File: src/rtl/imul_issue_sched.sv
// Issue scheduler and writeback sequencer for the shared integer multiplier.
// Arbitrates two issue slots, tracks tags through the fixed-latency pipe and serialises long ops.
module imul_issue_sched #(
    parameter int         LAT      = 3,
    parameter int         LONG_LAT = 8,
    parameter int         TAGW     = 9,
    parameter logic [7:0] LONG_OPC = 8'h5A
) (
    input  logic            clk,
    input  logic            rst,
    input  logic            req0_vld,
    input  logic [12:0]     req0_op,
    input  logic [TAGW-1:0] req0_tag,
    output logic            req0_rdy,
    input  logic            req1_vld,
    input  logic [12:0]     req1_op,
    input  logic [TAGW-1:0] req1_tag,
    output logic            req1_rdy,
    input  logic            wb_stall,
    input  logic            flush,
    output logic            mul_clkEn,
    output logic            mul_en,
    output logic [12:0]     mul_op,
    output logic            mul_sel,
    output logic            wb_vld,
    output logic [TAGW-1:0] wb_tag,
    output logic            wb_src
);

    localparam int CNTW = (LONG_LAT > 2) ? $clog2(LONG_LAT) : 1;

    typedef enum logic [1:0] {
        IDLE  = 2'd0,
        PIPE  = 2'd1,
        DRAIN = 2'd2,
        LONG  = 2'd3
    } state_t;

    state_t            state;
    logic [CNTW-1:0]   long_cnt;
    logic              rr_ptr;
    logic              drain_slot;
    logic [TAGW-1:0]   long_tag;
    logic              long_src;

    logic [LAT-1:0]    pipe_vld;
    logic [TAGW-1:0]   pipe_tag [LAT];
    logic [LAT-1:0]    pipe_src;

    logic              req0_long;
    logic              req1_long;
    logic              win_vld;
    logic              winner;
    logic              win_long;
    logic              drained;
    logic              can_issue;
    logic              drain_go;
    logic              grant0;
    logic              grant1;
    logic              grant_long;
    logic [TAGW-1:0]   grant_tag;
    logic              long_done;

    assign req0_long = (req0_op[7:0] == LONG_OPC);
    assign req1_long = (req1_op[7:0] == LONG_OPC);

    // rr_ptr names the slot preferred when both request.
    assign win_vld   = req0_vld | req1_vld;
    assign winner    = (req0_vld & req1_vld) ? rr_ptr : req1_vld;
    assign win_long  = winner ? req1_long : req0_long;

    // The last stage always leaves on an enabled cycle, so only the earlier
    // stages have to be empty before a long op may take the unit.
    assign drained   = ~|pipe_vld[LAT-2:0];
    assign can_issue = ~rst & ~flush & ~wb_stall;
    assign drain_go  = drain_slot ? (req1_vld & req1_long) : (req0_vld & req0_long);

    // Handshake: a request transfers in the cycle reqN_vld & reqN_rdy are
    // both high; rdy never depends on itself and at most one slot is ready.
    always_comb begin
        grant0 = 1'b0;
        grant1 = 1'b0;
        if (can_issue) begin
            case (state)
                IDLE: begin
                    if (win_vld) begin
                        grant0 = ~winner;
                        grant1 = winner;
                    end
                end
                PIPE: begin
                    if (win_vld && !win_long) begin
                        grant0 = ~winner;
                        grant1 = winner;
                    end
                end
                DRAIN: begin
                    if (drained && drain_go) begin
                        grant0 = ~drain_slot;
                        grant1 = drain_slot;
                    end
                end
                default: ;
            endcase
        end
    end

    assign req0_rdy   = grant0;
    assign req1_rdy   = grant1;
    assign mul_en     = grant0 | grant1;
    assign mul_sel    = grant1;
    assign mul_op     = grant1 ? req1_op : (grant0 ? req0_op : 13'd0);
    assign grant_long = grant1 ? req1_long : (grant0 & req0_long);
    assign grant_tag  = grant1 ? req1_tag : req0_tag;
    assign mul_clkEn  = ~wb_stall;

    always_ff @(posedge clk) begin
        if (rst || flush) begin
            state      <= IDLE;
            long_cnt   <= '0;
            pipe_vld   <= '0;
            drain_slot <= 1'b0;
            long_tag   <= '0;
            long_src   <= 1'b0;
            if (rst) begin
                rr_ptr <= 1'b0;
            end
        end else begin
            if (mul_en) begin
                rr_ptr <= ~mul_sel;
            end
            if (!wb_stall) begin
                // Long ops never enter the tag pipe; they are tracked by long_*.
                pipe_vld <= {pipe_vld[LAT-2:0], mul_en & ~grant_long};
                pipe_src <= {pipe_src[LAT-2:0], mul_sel};
                pipe_tag[0] <= grant_tag;
                for (int i = 1; i < LAT; i++) begin
                    pipe_tag[i] <= pipe_tag[i-1];
                end

                case (state)
                    IDLE: begin
                        if (mul_en) begin
                            state <= grant_long ? LONG : PIPE;
                        end
                    end
                    PIPE: begin
                        if (mul_en) begin
                            state <= PIPE;
                        end else if (win_vld && win_long) begin
                            state      <= DRAIN;
                            drain_slot <= winner;
                        end else if (drained) begin
                            state <= IDLE;
                        end
                    end
                    DRAIN: begin
                        if (mul_en) begin
                            state <= LONG;
                        end else if (drained && !drain_go) begin
                            state <= PIPE;
                        end
                    end
                    LONG: begin
                        if (long_cnt == '0) begin
                            state <= IDLE;
                        end else begin
                            long_cnt <= long_cnt - 1'b1;
                        end
                    end
                    default: state <= IDLE;
                endcase

                if (mul_en && grant_long) begin
                    long_cnt <= CNTW'(LONG_LAT - 1);
                    long_tag <= grant_tag;
                    long_src <= mul_sel;
                end
            end
        end
    end

    // The pipe is always empty while a long op owns the unit, so the two
    // writeback sources never collide.
    assign long_done = (state == LONG) && (long_cnt == '0);
    assign wb_vld    = pipe_vld[LAT-1] | long_done;
    assign wb_tag    = long_done ? long_tag :
                       (pipe_vld[LAT-1] ? pipe_tag[LAT-1] : '0);
    assign wb_src    = long_done ? long_src :
                       (pipe_vld[LAT-1] & pipe_src[LAT-1]);

endmodule

File: config.mk
export PLATFORM = sky130hd
export DESIGN_NAME = imul_issue_sched
export DESIGN_NICKNAME = d
export VERILOG_FILES = /design/src/rtl/imul_issue_sched.sv
export SDC_FILE = /design/constraint.sdc
export NUM_CORES = 1
export LEC_CHECK = 0
export CORE_MARGIN = 5
export CORE_UTILIZATION = 40
export CTS_BUF_LIST = sky130_fd_sc_hd__clkbuf_4 sky130_fd_sc_hd__clkbuf_8
export CTS_CLUSTER_SIZE = 16
export DETAILED_ROUTE_END_ITERATION = 8
export GPL_TIMING_DRIVEN = 0
export PLACE_DENSITY = 0.7
export SLEW_MARGIN = 20
export SYNTH_ARGS = -nofsm -noshare
export SYNTH_HDL_FRONTEND = slang
export SYNTH_SLANG_ARGS = --single-unit
File: constraint.sdc
create_clock -name clk -period 7.4 [get_ports clk]
set_input_delay 1.48 -clock clk [delete_from_list [all_inputs] [get_ports clk]]
set_output_delay 1.48 -clock clk [all_outputs]
set_load 0.01 [all_outputs]
==> impl_metrics.ini <==
[route]
ant_nets = 0
num_vias = 1978
top_layer_used = met4
wirelength_um = 5915
first_iter_violations = 79
wl_met3_um = 261
dr.pass1.iters = 4
viasPerCell = 5.033
wl_met2_um = 2912
wl_met1_um = 2698
drc = 0
wl_per_cell_um = 15.05

[placed_design]
place_congestion = 0.8249
dp.cells = 385
io_buffers = 78
place_hpwl_um = 4596
place_ws_ps = 1639

[clock_network]
clock_sinks = 50
clock_path_buffers = 2
clkSlewWorstSetupHoldPaths_ps = 90
clk-insertion-delay-late_ps = 300
clockRootBuffer = clkbuf_8
cts.repair.resized = 0
cts_tree = built
htreeDepth = 2
holdBufCountCts = 0
cts_buffers = 5
cts_setup_buffers = 0

[synth]
synth_common_cells = edfxtp_1 (31), nand2_1 (28), nor2_1 (21), dfxtp_1 (19), inv_1 (15)
synth.yosys.warnings = 0
synth_area_um2 = 2519
synth_largest_area_cell = edfxtp_1
synth-seq-cells = 50
ys_top_cells_by_area = edfxtp_1 (37%), dfxtp_1 (15%), a22o_1 (4.5%)
ys.flop_type = edfxtp_1
yosys.area.top_type_share_pct = 36.96
yosysMostFrequentCell = edfxtp_1
asyncSetResetFlopFracSynth_pct = 0
synth_seq_area_share_pct = 52.06
syn_area_per_cell_um2 = 10.95
syn_inst = 230
synth_cell_types = 46
syn-num-nets = 282
synth_edf_count = 31

[outcome]
outcome = completed

[sta]
rsz0062_at_grt = no
finalHoldViolCount = 0
whs_ps = 416.9
fin_crit_ps = 5720
worstMarginPinSlew_ps = 1016
fmax_mhz = 174.8
clock_skew_ps = 9.329
finalCritPeriodShare_pct = 77.29
relSlewSlack_pct = 31.82
setup_viol = 0
setup_ws_ps = 1680
report.final.slew_viol_count = 0
tns_ps = 0

[setup_path]
path_class = in -> out
cp.arrival_ps = 4240
start_kind = input port
cp_slowest_stage_delay_ps = 580
critPathTopFamily = buffers and inverters
endpoint_kind = primary output
cp_common_cell = clkdlybuf4s50_1
worstPathCellList = clkdlybuf4s50_1, and3b_1, nand3_1, or2_2, a21oi_4, clkbuf_1, a22o_1, clkdlybuf4s50_1
startpoint = req1_vld
cp_max_fo = 12
rr_startpoint = drain_slot
crit_buf_inv = 3
crit_slowest_cell = clkdlybuf4s50_1
worstPathRequired_ps = 5920

[power]
leakagePower_uw = 0.001182
p_per_area_nw_per_um2 = 159.5
peakVddDrop_uv = 106.3

[cells_and_area]
drive_above_1_share_pct = 14.24
diodes = 0
area_delta_synth_final_pct = 39.39
nets = 367
stdcell_count = 393

[min_path]
min_from = pipe_tag[0][4]
hp-class = reg -> reg

[grt]
grt_use_total_pct = 15.75
grt_pass1_vias = 1916
antenna_found_initial = 0
grt_max_degree = 31
overflow = 0
grt_pass1_wl_um = 9653

[floorplan]
top_level_ports = 79
rows = 29
chipWidth_um = 89.35
start_util_pct = 40.36
die_h_um = 89.35
core_um2 = 6241
dieArea_um2 = 7983

[job]
cap_violations = 0
[worst paths after layout]
kind	cells past startpoint	slack, ps	endpoint
max	8	1680	mul_op[9]
min	0	420	pipe_tag[0][13]
max reg2reg	7	5200	pipe_tag[0][5]
min reg2reg	0	420	pipe_tag[0][13]
[cells in the final DEF, fill, tap and decap left out, types with 3 or more instances in the layout]
cell	count
a21oi_1	4
nand2_1	28
a211oi_2	9
inv_1	14
nor2_2	3
clkbuf_8	5
edfxtp_1	31
mux2i_1	11
a211oi_1	3
or2_2	6
and4bb_2	4
clkbuf_1	6
a22o_1	13
dfxtp_1	19
buf_4	3
o21ai_0	11
nand3_1	6
nand2b_1	3
nor2_1	21
clkdlybuf4s50_1	78
[power breakdown]
part	switching [uW]	total (uW)	internal, uW	leakage [uW]
sequential	1.53	302	301	0.000438
clock	89.6	195	105	0.0000588
combinational	25.4	62.9	37.5	0.000685
[registers in the layout (all words and copies together) (netlist names), 2 cells and up]
| signal | flops |
|---|---|
| pipe_src | 3 |
| long_tag | 9 |
| state | 2 |
| long_cnt | 3 |
| pipe_tag | 27 |
| pipe_vld | 3 |
[cell type report]
class	count	area (um2)
fill	568	2730
sequential	50	1311
multi-input combinational	152	1065
timing repair buffer	78	780.7
tap	77	96.34
buffer	13	86.33
clock buffer	6	76.32
inverter	15	56.30
clock inverter	2	38.79
[per-layer routing]
layer  GRT usage (%)  vias up
li1                -     1006
met1           21.65      931
met2           25.59       37
met3           3.779        4
met4           2.842        0
met5               0        -
[through the flow]
step / utilization (%) / cell area, um2 / total power [uW]
floorplan: - / 2519 / 332.1
global placement: 54.41 / 3396 / 371.3
detailed placement: 54.41 / 3396 / 372.3
CTS: 56.26 / 3511 / 567.3
global route: 56.26 / 3511 / 585.5
finish: 56.26 / 3511 / 560.0
[cells by family (layout without fill, tap and decap cells)]
logic type | Yosys count | after routing | share of synthesized area (%)
AND/OR/NAND/NOR | 81 | 81 | 17.14
flip-flops | 50 | 50 | 52.06
multiplexers | 11 | 11 | 4.372
AO/OA/AOI/OAI | 56 | 56 | 19.08
XOR/XNOR | 2 | 2 | 0.6956
buffers and inverters | 28 | 114 | 5.663
adder cells (fa/ha/maj) | 2 | 2 | 0.9934
Note: power is estimated with default switching activity, not from simulation.
==> edit 1, RTL diff (config.mk and constraints unchanged) <==
`LONG_LAT`: 8 -> 4.
--- a/src/rtl/imul_issue_sched.sv
+++ b/src/rtl/imul_issue_sched.sv
@@ -2,7 +2,7 @@
 // Arbitrates two issue slots, tracks tags through the fixed-latency pipe and serialises long ops.
 module imul_issue_sched #(
     parameter int         LAT      = 3,
-    parameter int         LONG_LAT = 8,
+    parameter int         LONG_LAT = 4,
     parameter int         TAGW     = 9,
     parameter logic [7:0] LONG_OPC = 8'h5A
 ) (
Behaviour: not the same (Yosys sat finds a counterexample within 10 cycles, from zero or initial values).
==> edit 1 against the unedited design <==
  * Total power down 7.6%
  * Worst setup slack improved by 0.065 ns
  * Cell area is 2.3% lower
  * Routed wire length down 4.7%
  * Synthesized area shrank 3.4%
  * Clock power fell by 19%
  * Sequential cell count down 1
  * Largest power group unchanged
==> edit 1: results (changes against the unedited design) <==
| Metric | Value |
|---|---|
| Dpl hpwl | `4.40 mm (-4.2%)` |
| Share of layout cells above drive strength 1 | `13.9% (-0.39 points)` |
| CTS Root Cell | `clkbuf_8` |
| Area of the multi-input gates | `0.00105 mm² (-1.1%)` |
| Port Buf Inserts | `77 (-1.3%)` |
| Clk slew on worst S/H paths | `0.08 ns` |
| Top post-synthesis cells by area | `edfxtp_1, dfxtp_1, mux2i_1, a22o_1, nand2_1` |
| Vias in the first global route | `1898 (-0.94%)` |
| Status | `completed` |
| Drt total wl | `5.64 mm (-4.7%)` |
| Reg2reg start | `state[1]$_SDFFE_PP0P_` |
| Dominant synthesized flop cell | `edfxtp_1` |
| Post-CTS sizing | `0 (unchanged)` |
| Critical path arrival | `4.18 ns (-0.06 ns)` |
| Final std cells w/o fill | `371 (-5.6%)` |
| Pleak | `0.00117 µW (-1.4%)` |
| Crit. Startpoint | `flush` |
| Slew @ Worst Pin | `0.554 ns (-0.463 ns)` |
| Post-placement worst setup slack | `1.69 ns (+0.0535 ns)` |
| Diode count | `0 (unchanged)` |
| Via-to-Cell Ratio | `5.17 (+2.7%)` |
| Initial antenna violation count | `0 (unchanged)` |
| Setup Skew | `0.00709 ns (-0.00224 ns)` |
| First-pass GRT wire length | `8.96 mm (-7.2%)` |
| Synthesized Nets | `260 (-7.8%)` |
| Final nets | `346 (-5.7%)` |
| Worst Hold Launch | `pipe_tag[0][15]$_DFFE_PP_` |
| Placed insts | `363 (-5.7%)` |
| All-Layer GR Usage | `14.9% (-0.81 points)` |
| Post-synth top cells | `edfxtp_1, nand2_1, dfxtp_1, nor2_1, a22o_1` |
| Drt first-iter violations | `92 (+16%)` |
| Register area share after synthesis | `53.1% (+1.0 points)` |
| Post-synth ARST share | `0% (unchanged)` |
| Placed inst area | `0.00333 mm² (-1.8%)` |
| Final Wtd Congestion | `0.907 (+9.9%)` |
| Largest net degree at the start of global routing | `16 (-48%)` |
| Synth cell types | `56 (+22%)` |
| # clock sinks | `49 (-2.0%)` |
| Filler cells | `520 (-8.5%)` |
| Worst R2R Path Depth | `8 (+1)` |
| Largest stage delay, worst path | `0.53 ns (-0.05 ns)` |
| Peak VDD IR | `0.0000833 V (-22%)` |
| Average cell area after synthesis | `11.6 µm² (+6.3%)` |
[edit 1: cell types whose count changed after synthesis, moves of 3 or more]
cell / unedited run / this run
mux2_2: 0 / 5
nand4_1: 0 / 3
mux2_1: 0 / 4
nand3_1: 6 / 1
or2_2: 6 / 2
a211oi_2: 9 / 0
and4bb_2: 4 / 1
nor2_1: 21 / 16
nand2_1: 28 / 25
inv_1: 15 / 5
[edit 1: cell families (layout without fill, tap and decap cells)]
kind of cell	count (synthesis)	in the layout	synth area share, %
and+or+nand+nor	71	71	17.4
buffers and inverters	18	105	3.91
muxes	20	20	8.69
adders and majority gates	1	1	0.514
AOI/OAI and AO/OA	50	50	16.5
DFF	49	49	53.1
[edit 1: worst max-delay path: cells and delay by family]
kind | cells | cell delay, ns
AOI/OAI and AO/OA | 2 | 0.51
buffers and inverters | 4 | 1.50
and+or+nand+nor | 2 | 0.68
[edit 1: layout make-up]
cell class | count | share of cell area [%]
sequential | 49 | 37.6
clock buffer | 6 | 2.41
timing repair buffer | 79 | 23.3
buffer | 13 | 2.22
inverter | 5 | 0.547
multi-input combinational | 142 | 30.7
tap | 75 | 2.74
clock inverter | 2 | 0.401
[edit 1: routing by layer]
metal / wire length [µm] / global-route usage (%) / vias up
met1: 2420 / 18.5 / 868
met5: 0 / 0 / -
met4: 63 / 3.63 / 0
met3: 615 / 5.93 / 6
met2: 2530 / 24.5 / 88
li1: - / - / 956
[edit 1: path summary, 6_finish.rpt]
path	end	slack, ns
setup / recovery	mul_op[11]	1.74
hold / removal	pipe_tag[0][24]$_DFFE_PP_	0.42
setup reg to reg	long_tag[4]$_SDFFE_PP0P_	5.10
hold reg to reg	pipe_tag[0][24]$_DFFE_PP_	0.42
[edit 1: report_power, final]
group	switching [µW]	internal, µW
combinational	24.0	39.2
sequential	1.48	295
clock	81.6	75.7
==> edit 2, RTL diff (config.mk and constraints unchanged) <==
Made on the original files. Re-encode `state_t` (4 states) as Gray code, 2 bits wide.
--- a/src/rtl/imul_issue_sched.sv
+++ b/src/rtl/imul_issue_sched.sv
@@ -30,10 +30,10 @@
     localparam int CNTW = (LONG_LAT > 2) ? $clog2(LONG_LAT) : 1;
 
     typedef enum logic [1:0] {
-        IDLE  = 2'd0,
-        PIPE  = 2'd1,
-        DRAIN = 2'd2,
-        LONG  = 2'd3
+        IDLE  = 2'b00,
+        PIPE  = 2'b01,
+        DRAIN = 2'b11,
+        LONG  = 2'b10
     } state_t;
 
     state_t            state;
Function: same outputs for any inputs over 4 cycles, from zero or initial values; so few cycles prove little.
==> edit 2 against the unedited design <==
  * Worst setup slack worse by 0.73 ns
  * Cell area shrank 0.50%
  * Synthesized cell count up 6.5%
  * Synthesized area rose by 0.35%
  * Critical path depth up 3
  * Fmax decreased by 11%
  * Routed wire length grew 4.4%
  * Die area is 0.31% higher
  * Sequential cell count is the same
  * Total power shrank 5.0%
  * First-iteration DRC count increased by 11%
  * Final cell count up 3.6%
  * Critical path type unchanged
  * Critical endpoint is now mul_op[6]
==> edit 2: results (changes against the unedited design) <==
| Metric | Value |
|---|---|
| Status | `completed` |
| Post-synth top cells | `nand2_1, edfxtp_1, dfxtp_1, nor2_1, a21oi_1` |
| Register area share after synthesis | `51.9% (-0.18 points)` |
| All-Layer GR Usage | `15.7% (-0.037 points)` |
| Mapped Cells | `245 (+6.5%)` |
| Vias in the first global route | `2107 (+10%)` |
| Final nets | `381 (+3.8%)` |
| Vias | `2158 (+9.1%)` |
| Peak VDD IR | `0.0000965 V (-9.2%)` |
| Synth Area in Compound Gates | `16.3% (-2.8 points)` |
| Post-synthesis adder-cell area fraction | `0.990% (-0.0034 points)` |
| Headroom to the max-slew limit | `50.7% (+19 points)` |
| Final Wtd Congestion | `0.846 (+2.6%)` |
| Flop2flop setup slack | `4.37 ns (-0.83 ns)` |
| Worst Hold Launch | `pipe_tag[0][6]$_DFFE_PP_` |
| Crit. Startpoint | `req1_op[7]` |
| Synthesized Nets | `297 (+5.3%)` |
| Synth Area in XOR/XNOR | `0.693% (-0.0024 points)` |
| Port Buf Inserts | `77 (-1.3%)` |
| Setup Skew | `0.00777 ns (-0.00156 ns)` |
| Share of layout cells above drive strength 1 | `10.3% (-3.9 points)` |
| Reg2reg start | `state[0]$_SDFFE_PP0P_` |
| Critical path arrival | `4.97 ns (+0.73 ns)` |
| Top post-synthesis cells by area | `edfxtp_1, dfxtp_1, nand2_1, mux2_2, o211a_1` |
| Routed wire per std cell | `15.2 µm (+0.84%)` |
| Synth cell types | `48 (+4.3%)` |
| Pleak | `0.00130 µW (+9.6%)` |
| Final std cells w/o fill | `407 (+3.6%)` |
edit 2: area by class of cell:
type,count,area share (%)
multi-input combinational,172,31.9
buffer,13,1.86
timing repair buffer,77,22.1
tap,77,2.76
inverter,10,1.07
clock inverter,2,0.466
sequential,50,37.5
clock buffer,6,2.36
edit 2: stage by stage:
stage                     util, %  setup WS, ns  hold WS (ns)  power, µW
final                        56.0         0.951         0.426        532
after detailed placement     54.4         0.927         0.405        370
after global routing         56.0         0.659         0.431        551
after global placement       54.4         0.508         0.401        369
after floorplan                 -          1.99         0.400        331
after CTS                    56.0         0.915         0.427        537
edit 2: final timing paths:
check	endpoint	cells after the start
worst max-delay path	mul_op[6]	11
worst min-delay path	pipe_tag[0][15]$_DFFE_PP_	0
worst max register to register	long_tag[8]$_SDFFE_PP0P_	8
worst min register to register	pipe_tag[0][15]$_DFFE_PP_	0
edit 2: routing by layer:
metal / vias up / global-route usage [%] / wire [µm]
met1: 1005 / 20.0 / 2840
met2: 82 / 25.8 / 2760
met3: 5 / 4.98 / 521
li1: 1066 / - / -
met5: - / 0 / 0
met4: 0 / 4.33 / 52
edit 2: report_power, final:
group | total [µW] | internal [µW] | switching [µW] | leakage (µW)
Clock | 169 | 77.1 | 91.7 | 0.0000478
Combinational | 61.5 | 36.4 | 25.1 | 0.000810
Sequential | 302 | 301 | 1.38 | 0.000438
edit 2: worst max-delay path, stage by stage:
cell             delay, ns
clkdlybuf4s50_1       0.44
nand4bb_1             0.25
nor3_2                0.38
mux2i_1               0.38
nand2_2               0.23
inv_2                 0.20
clkbuf_1              0.48
buf_2                 0.35
nand2_1               0.08
a21oi_1               0.13
clkdlybuf4s50_1       0.57
